==> config.mk <==
export PLATFORM = sky130hd
export DESIGN_NAME = ibex_wb_master_bridge
export DESIGN_NICKNAME = d
export VERILOG_FILES = /design/src/rtl/wb_bridge_pkg.sv /design/src/rtl/wb_bus_watchdog.sv /design/src/rtl/ibex_wb_master_bridge.sv
export SDC_FILE = /design/constraint.sdc
export NUM_CORES = 1
export LEC_CHECK = 0
export BUFFER_PORTS_ARGS = -buffer_cell sky130_fd_sc_hd__buf_2
export CAP_MARGIN = 30
export CORE_UTILIZATION = 49
export CTS_CLUSTER_SIZE = 12
export DETAILED_ROUTE_END_ITERATION = 10
export PLACE_DENSITY = 0.85
export SYNTH_ARGS = -nofsm -noshare
export SYNTH_HDL_FRONTEND = slang
export SYNTH_SLANG_ARGS = --single-unit
==> constraint.sdc <==
create_clock -name clk_i -period 8.5 [get_ports clk_i]
set_input_delay 0.425 -clock clk_i [delete_from_list [all_inputs] [get_ports clk_i]]
set_output_delay 0.425 -clock clk_i [all_outputs]
set_load 0.05 [all_outputs]
==> src/rtl/wb_bridge_pkg.sv <==
// Shared types and helpers for the Ibex-to-Wishbone master bridge.
package wb_bridge_pkg;

    typedef enum logic [1:0] {
        IDLE = 2'd0,
        REQ  = 2'd1,
        WAIT = 2'd2
    } bridge_state_e;

    // Counter must be able to hold TimeoutCycles itself; keep at least one bit
    // so a disabled watchdog still elaborates cleanly.
    function automatic int tmo_cnt_width(input int cycles);
        return (cycles <= 0) ? 1 : $clog2(cycles + 1);
    endfunction

endpackage

==> src/rtl/wb_bus_watchdog.sv <==
// Saturating bus-cycle watchdog: clears on request, counts while enabled,
// flags expiry on the last allowed cycle. TimeoutCycles=0 disables it.
module wb_bus_watchdog
    import wb_bridge_pkg::*;
#(
    parameter int TimeoutCycles = 256
) (
    input  logic clk,
    input  logic rst,
    input  logic clr,
    input  logic en,
    output logic expire
);

    localparam int CntW = tmo_cnt_width(TimeoutCycles);

    logic [CntW-1:0] cnt;

    always_ff @(posedge clk or posedge rst) begin
        if (rst) begin
            cnt <= '0;
        end else if (clr) begin
            cnt <= '0;
        end else if (en && cnt != {CntW{1'b1}}) begin
            cnt <= cnt + CntW'(1);
        end
    end

    assign expire = (TimeoutCycles > 0) && en && (cnt == CntW'(TimeoutCycles - 1));

endmodule

==> src/rtl/ibex_wb_master_bridge.sv <==
// Ibex req/gnt/rvalid host port to a single pipelined Wishbone B4 master,
// one outstanding transaction, with a watchdog that turns a hung slave into an error.
module ibex_wb_master_bridge
    import wb_bridge_pkg::*;
#(
    parameter int DataWidth     = 32,
    parameter int AddressWidth  = 32,
    parameter int TimeoutCycles = 256
) (
    input  logic                    clk_i,
    input  logic                    rst_i,
    input  logic                    data_req_i,
    output logic                    data_gnt_o,
    input  logic                    data_we_i,
    input  logic [DataWidth/8-1:0]  data_be_i,
    input  logic [AddressWidth-1:0] data_addr_i,
    input  logic [DataWidth-1:0]    data_wdata_i,
    output logic                    data_rvalid_o,
    output logic [DataWidth-1:0]    data_rdata_o,
    output logic                    data_err_o,
    output logic                    mcyc_o,
    output logic                    mstb_o,
    output logic                    mwe_o,
    output logic [AddressWidth-1:0] maddr_o,
    output logic [DataWidth-1:0]    mdata_o,
    output logic [DataWidth/8-1:0]  msel_o,
    input  logic                    mstall_i,
    input  logic                    mack_i,
    input  logic [DataWidth-1:0]    mdata_i,
    input  logic                    merr_i
);

    localparam int BeW = DataWidth / 8;

    bridge_state_e             state;
    logic                      cyc_q, stb_q, we_q;
    logic [BeW-1:0]            be_q;
    logic [AddressWidth-1:0]   addr_q;
    logic [DataWidth-1:0]      wdata_q;
    logic                      rvalid_q, err_q;
    logic [DataWidth-1:0]      rdata_q;
    logic                      take, busy, done, expire, tmo;

    assign take = (state == IDLE) && data_req_i;
    assign busy = (state != IDLE);
    // Responses only count once the strobe has been accepted.
    assign done = ((state == REQ && !mstall_i) || state == WAIT) && (mack_i || merr_i);
    assign tmo  = expire && !done;

    wb_bus_watchdog #(
        .TimeoutCycles(TimeoutCycles)
    ) u_watchdog (
        .clk   (clk_i),
        .rst   (rst_i),
        .clr   (take),
        .en    (busy),
        .expire(expire)
    );

    always_ff @(posedge clk_i or posedge rst_i) begin
        if (rst_i) begin
            state    <= IDLE;
            cyc_q    <= 1'b0;
            stb_q    <= 1'b0;
            we_q     <= 1'b0;
            be_q     <= '0;
            addr_q   <= '0;
            wdata_q  <= '0;
            rvalid_q <= 1'b0;
            err_q    <= 1'b0;
            rdata_q  <= '0;
        end else begin
            rvalid_q <= 1'b0;
            err_q    <= 1'b0;
            rdata_q  <= '0;
            if (state == IDLE) begin
                if (data_req_i) begin
                    state   <= REQ;
                    cyc_q   <= 1'b1;
                    stb_q   <= 1'b1;
                    we_q    <= data_we_i;
                    be_q    <= data_be_i;
                    addr_q  <= data_addr_i;
                    wdata_q <= data_wdata_i;
                end
            end else if (done || tmo) begin
                // Error (slave or watchdog) wins over ack and forces rdata to 0.
                state    <= IDLE;
                cyc_q    <= 1'b0;
                stb_q    <= 1'b0;
                rvalid_q <= 1'b1;
                err_q    <= tmo || merr_i;
                rdata_q  <= (tmo || merr_i || we_q) ? '0 : mdata_i;
            end else if (state == REQ && !mstall_i) begin
                state <= WAIT;
                stb_q <= 1'b0;
            end
        end
    end

    assign data_gnt_o    = take && !rst_i;
    assign data_rvalid_o = rvalid_q;
    assign data_err_o    = err_q;
    assign data_rdata_o  = rdata_q;
    assign mcyc_o        = cyc_q;
    assign mstb_o        = stb_q;
    assign mwe_o         = we_q;
    assign maddr_o       = addr_q;
    assign mdata_o       = wdata_q;
    assign msel_o        = be_q;

endmodule
# After elaboration in Yosys (flattened, before gate mapping)
# Cells that the tools add are included.
[totals] ff_bits=116 input_bits=107 out_inout_bits=106
[op_classes] addsub=1 n_eq_ne=5 n_mux=19 reduce_logical=23
[ops] cell="$mux W32" count=3
[ops] cell="$mux W9" count=2
[ops] cell="$mux W1" count=10
[ops] cell="$add A9 B1 Y9 const B" count=1
[ops] cell="$eq A9 B8 Y1 const B" count=1
[ops] cell="$ne A9 B9 Y1 const B" count=1
[ops] cell="$mux W2" count=4
[ops] cell="$logic_and A1 B1 Y1" count=7
[ops] cell="$reduce_and A2 Y1" count=3
[ops] cell="$reduce_bool A2 Y1" count=3
[ops] cell="$logic_or A1 B1 Y1" count=5
[ops] cell="$logic_not A1 Y1" count=3
[ops] cell="$reduce_bool A3 Y1" count=1
[ops] cell="$eq A2 B1 Y1 const B" count=1
[ops] cell="$eq A2 B2 Y1 const B" count=1
[ops] cell="$logic_not A2 Y1" count=1
[ops] cell="$ne A2 B2 Y1 const B" count=1

# Longest topological paths before layout
[logic_depth] ltp_word=11 mapped_depth=8 mapped_depth_nobuf=7

# By module
# From an unflattened synthesis, not the netlist that was laid out.
[hier_totals] hier_cells=295 area_unflattened_um2=4375.4
[modules_own_cells] mod="ibex_wb_master_bridge" n_inst=1 cells_per_inst=245 area_each_um2=3876.2 seq_area_each_um2=2652.5
[modules_own_cells] mod="wb_bus_watchdog" n_inst=1 cells_per_inst=50 area_each_um2=499.2 seq_area_each_um2=225.2

# Worst setup path before layout
# OpenSTA, ideal clock, no wires.
[synth_path] path_type="register -> output" startpoint="reg state[0]" endpoint="out data_gnt_o" t_arrival_ps=2264 slack_ps=5811 path_stages_with_launch=7 path_buffers=4 path_cell_list="dfrtp_1 > buf_2 > or3b_1 > clkbuf_1 > buf_2 > buf_2 > nor2_1"
[synth_via] elab_chain_len=3
[synth_rtl] item="from (decl)" line="ibex_wb_master_bridge.sv:35" source="bridge_state_e state;"
[synth_rtl] item="from (signal assigned)" line="ibex_wb_master_bridge.sv:62" source="state <= IDLE;"
[synth_rtl] item="from (signal assigned)" line="ibex_wb_master_bridge.sv:78" source="state <= REQ;"
[synth_rtl] item="from (signal assigned)" line="ibex_wb_master_bridge.sv:88" source="state <= IDLE;"
[synth_rtl] item="$logic_not A2 Y1" line="ibex_wb_master_bridge.sv:44" source="assign take = (state == IDLE) && data_req_i;"
[synth_rtl] item="$logic_and A1 B1 Y1" line="ibex_wb_master_bridge.sv:44"
[synth_rtl] item="$logic_and A1 B1 Y1" line="ibex_wb_master_bridge.sv:101" source="assign data_gnt_o = take && !rst_i;"
[synth_rtl] item="to (decl)" line="ibex_wb_master_bridge.sv:13" source="output logic data_gnt_o,"
# Every way passes these cells.

# Worst setup path in the final report
# Ends and elaborated chain as after synthesis.

==> reports/summary.log <==
INFO  clock_tree     clock_tree.buffer_depth=2
INFO  routing        antenna_left=0
INFO  floorplanning  core=8380um^2
INFO  routing        drt_first_pass_iters=6
INFO  sta            fmaxAchievable=388MHz
INFO  global_routing gr-usage-all-layers=24.7%
INFO  routing        highest_layer=met4
INFO  global_routing first_pass_grt_wire_length=16800um
INFO  routing        dr_wl_met2=6020um
INFO  yosys          synth_mux_area_share=0.464%
INFO  floorplanning  fp.dieArea=9190um^2
INFO  clock_tree     clock_sink_count=115
INFO  setup_path     path_class=reg -> out
INFO  setup_path     worstPathMaxFanout=25
INFO  routing        post_drt_via_cell_ratio=4.79
INFO  routing        wl_met1=4000um
INFO  placed_design  detailed_place_hpwl=7530um
INFO  yosys          ys_ff_latch=115
INFO  floorplanning  initial_utilization=51.5%
INFO  yosys          synthesis.area=4320um^2
INFO  layout         final_net_count=762
INFO  placed_design  pre_cts_worst_setup_slack=6.37ns
INFO  yosys          synth-adder-area-share=0.869%
INFO  yosys          synthSimpleGateAreaFrac=26.2%
INFO  setup_path     cp.arrival=2.16ns
INFO  sta            maxSlewHeadroom=34.9%
INFO  sta            final-hold-violation-count=0
INFO  yosys          synthCells=438
INFO  layout         drive_above_1_share=38.0%
INFO  yosys          net_count_synth=548
INFO  placed_design  placed_cells=737
INFO  routing        finalWirelength=10800um
INFO  yosys          synth_compound_gate_area_share=2.98%
INFO  yosys          ys_seq_area_share=66.6%
INFO  clock_tree     path_clk_slew=0.06ns
INFO  yosys          synthDistinctLibCells=26
INFO  layout         n_antenna_cell=0
INFO  routing        via_count=3692
INFO  clock_tree     ctsResizeCount=0
INFO  clock_tree     cts-buffers-inserted=17
INFO  yosys          syn_area_per_cell=9.86um^2
INFO  sta            slew_viol_final=0
INFO  sta            finalSetupViolations=0
INFO  sta            max_slew.worst_pin.slew=0.974ns
INFO  pwr            power.ir.vdd_worst=0.000291V
INFO  outcome        run_status=finished, final reports clean
INFO  sta            worst_clock_skew=0.0142ns
INFO  global_routing antenna_found_initial=0
INFO  setup_path     timing.reg2reg.setup_slack=6.28ns
INFO  routing        post_drt_wl_per_cell=14.1um
INFO  placed_design  port-buffer-count=212
INFO  clock_tree     cts_max_level=4
INFO  clock_tree     insertion_delay=0.51ns
INFO  global_routing global_route.overflow_total=0
INFO  run            maxCapViolations=0
INFO  floorplanning  die_h=95.9um
INFO  global_routing grt_max_degree=74
INFO  routing        initial_drc_count=197
INFO  sta            rsz0062_at_grt=no
INFO  setup_path     worst_ep_required_time=8.08ns
INFO  worst_hold_path hp-class=in -> reg
INFO  floorplanning  io_pins=213
INFO  layout         synthToLayoutAreaGrowth=39.4%
INFO  yosys          synthXorXnorAreaFrac=0%
INFO  sta            fin_setup_tns=0ns
INFO  routing        post-route-drc-count=0
INFO  clock_tree     ctsRootBufferMaster=sky130_fd_sc_hd__clkbuf_8
INFO  yosys          synth_top_family_by_area=simple AND/OR/NAND/NOR gates
INFO  sta            post-route-worst-setup-slack=5.92ns
INFO  layout         finish.cell_count_without_fillers=770
INFO  floorplanning  die_width=95.9um
INFO  yosys          synth_warnings=0
INFO  sta            worst_hold_slack=0.107ns
INFO  setup_path     timing.critical_path.from_type=flip-flop
INFO  placed_design  finalWeightedCongestion=0.709
INFO  sta            period_share=30.4%
INFO  pwr            power.density=442nW/um^2
INFO  floorplanning  placement_rows=33
INFO  setup_path     end_kind=primary output
INFO  clock_tree     tritoncts=built
INFO  sta            layout_min_cycle_time=2.58ns
INFO  pwr            leakage=3.50nW
INFO  global_routing first_global_vias=3629
INFO  routing        met3_length=685um
per-layer routing:
metal / GRT usage (%) / vias to the layer above
li1: - / 1790
met1: 25.9 / 1741
met2: 46.5 / 147
met3: 7.74 / 14
met4: 8.33 / 0
met5: 0 / -
report_power, final:
| part | internal, mW | switching, mW | leakage, nW |
|---|---|---|---|
| registers | 0.734 | 0.107 | 1.48 |
| clock network | 0.390 | 0.255 | 0.266 |
| logic | 0.245 | 0.927 | 1.75 |
| total | 1.37 | 1.29 | 3.50 |
layout make-up:
class	instances	area [um^2]
multi-input combinational	294	1320
sequential	115	2880
fill	635	2360
clock inverter	14	130
inverter	6	25.0
timing repair buffer	218	1110
clock buffer	18	418
tap	105	131
placed cells by master (no fill, tap or decap), drive strengths merged:
| cell | instances |
|---|---|
| a211oi | 1 |
| a21oi | 6 |
| and2 | 32 |
| buf | 217 |
| bufinv | 1 |
| clkbuf | 18 |
| clkinv | 7 |
| clkinvlp | 2 |
| dfrtp | 115 |
| dlygate4sd3 | 1 |
| ha | 3 |
| inv | 10 |
| mux2i | 2 |
| nand2 | 213 |
| nand2b | 2 |
| nand3 | 6 |
| nor2 | 2 |
| nor2b | 1 |
| nor3 | 4 |
| nor3b | 1 |
| nor4 | 1 |
| o21ai | 10 |
| o21bai | 1 |
| o221a | 1 |
| o311ai | 1 |
| o41ai | 1 |
| or3 | 4 |
| or3b | 2 |
kinds of logic (layout without fill, tap and decap cells):
kind of cell / after synthesis / in the layout
AO/OA/AOI/OAI: 21 / 21
adder cells (fa/ha/maj): 3 / 3
buffers and inverters: 29 / 256
flip-flops: 115 / 115
multiplexers: 2 / 2
AND/OR/NAND/NOR: 268 / 268
Yosys cell counts:
library cell / number / area share [%]
sky130_fd_sc_hd__a211oi_2: 1 / 0.29
sky130_fd_sc_hd__a21oi_1: 6 / 0.70
sky130_fd_sc_hd__and2_1: 32 / 4.6
sky130_fd_sc_hd__buf_2: 4 / 0.46
sky130_fd_sc_hd__buf_4: 1 / 0.17
sky130_fd_sc_hd__clkbuf_1: 15 / 1.3
sky130_fd_sc_hd__clkbuf_2: 3 / 0.35
sky130_fd_sc_hd__dfrtp_1: 115 / 67
sky130_fd_sc_hd__ha_1: 3 / 0.87
sky130_fd_sc_hd__inv_1: 6 / 0.52
sky130_fd_sc_hd__mux2i_1: 2 / 0.46
sky130_fd_sc_hd__nand2_1: 213 / 19
sky130_fd_sc_hd__nand2b_1: 2 / 0.29
sky130_fd_sc_hd__nand3_1: 6 / 0.70
sky130_fd_sc_hd__nor2_1: 2 / 0.17
sky130_fd_sc_hd__nor2b_1: 1 / 0.14
sky130_fd_sc_hd__nor3_1: 4 / 0.46
sky130_fd_sc_hd__nor3b_1: 1 / 0.17
sky130_fd_sc_hd__nor4_1: 1 / 0.14
sky130_fd_sc_hd__o21ai_0: 10 / 1.2
sky130_fd_sc_hd__o21bai_1: 1 / 0.17
sky130_fd_sc_hd__o221a_2: 1 / 0.26
sky130_fd_sc_hd__o311ai_0: 1 / 0.20
sky130_fd_sc_hd__o41ai_1: 1 / 0.20
sky130_fd_sc_hd__or3_1: 4 / 0.58
sky130_fd_sc_hd__or3b_1: 2 / 0.41
registers in the layout, indices dropped and copies added, names as in the netlist:
| signal | flops |
|---|---|
| mwe_o | 1 |
| msel_o | 4 |
| u_watchdog.cnt | 9 |
| mdata_o | 32 |
| data_rvalid_o | 1 |
| data_err_o | 1 |
| data_rdata_o | 32 |
| maddr_o | 32 |
| mcyc_o | 1 |
| state | 2 |
what timing repair did:
action,4_1_cts,5_1_grt
hold buffers,1,0
buffers inserted,0,0
endpoints found under the hold margin,42,0
worst paths after layout:
check	start	to	depth (start not counted)
setup reg to reg	u_watchdog.cnt[0]	u_watchdog.cnt[6]	7
setup / recovery	state[0]	data_gnt_o	3
hold / removal	data_addr_i[29]	maddr_o[29]	3
min in group asynchronous	rst_i	mdata_o[23]	3
hold reg to reg	maddr_o[3]	maddr_o[3]	2
max in group asynchronous	rst_i	state[0]	4
critical path, stage by stage, from the launching register on:
cell,delay (ns)
sky130_fd_sc_hd__dfrtp_1,0.48
sky130_fd_sc_hd__or3b_2,0.75
sky130_fd_sc_hd__nor2_1,0.15
sky130_fd_sc_hd__buf_2,0.27
metrics by stage:
step / util, % / power, mW / cell area (um^2)
floorplan: - / 1.73 / 4320
global placement: 65.0 / 1.98 / 5450
detailed placement: 65.1 / 2.02 / 5460
CTS: 71.8 / 2.68 / 6020
global route: 71.8 / 2.80 / 6020
finish: 71.8 / 2.66 / 6020
Note: power is estimated with default switching activity, not from simulation.
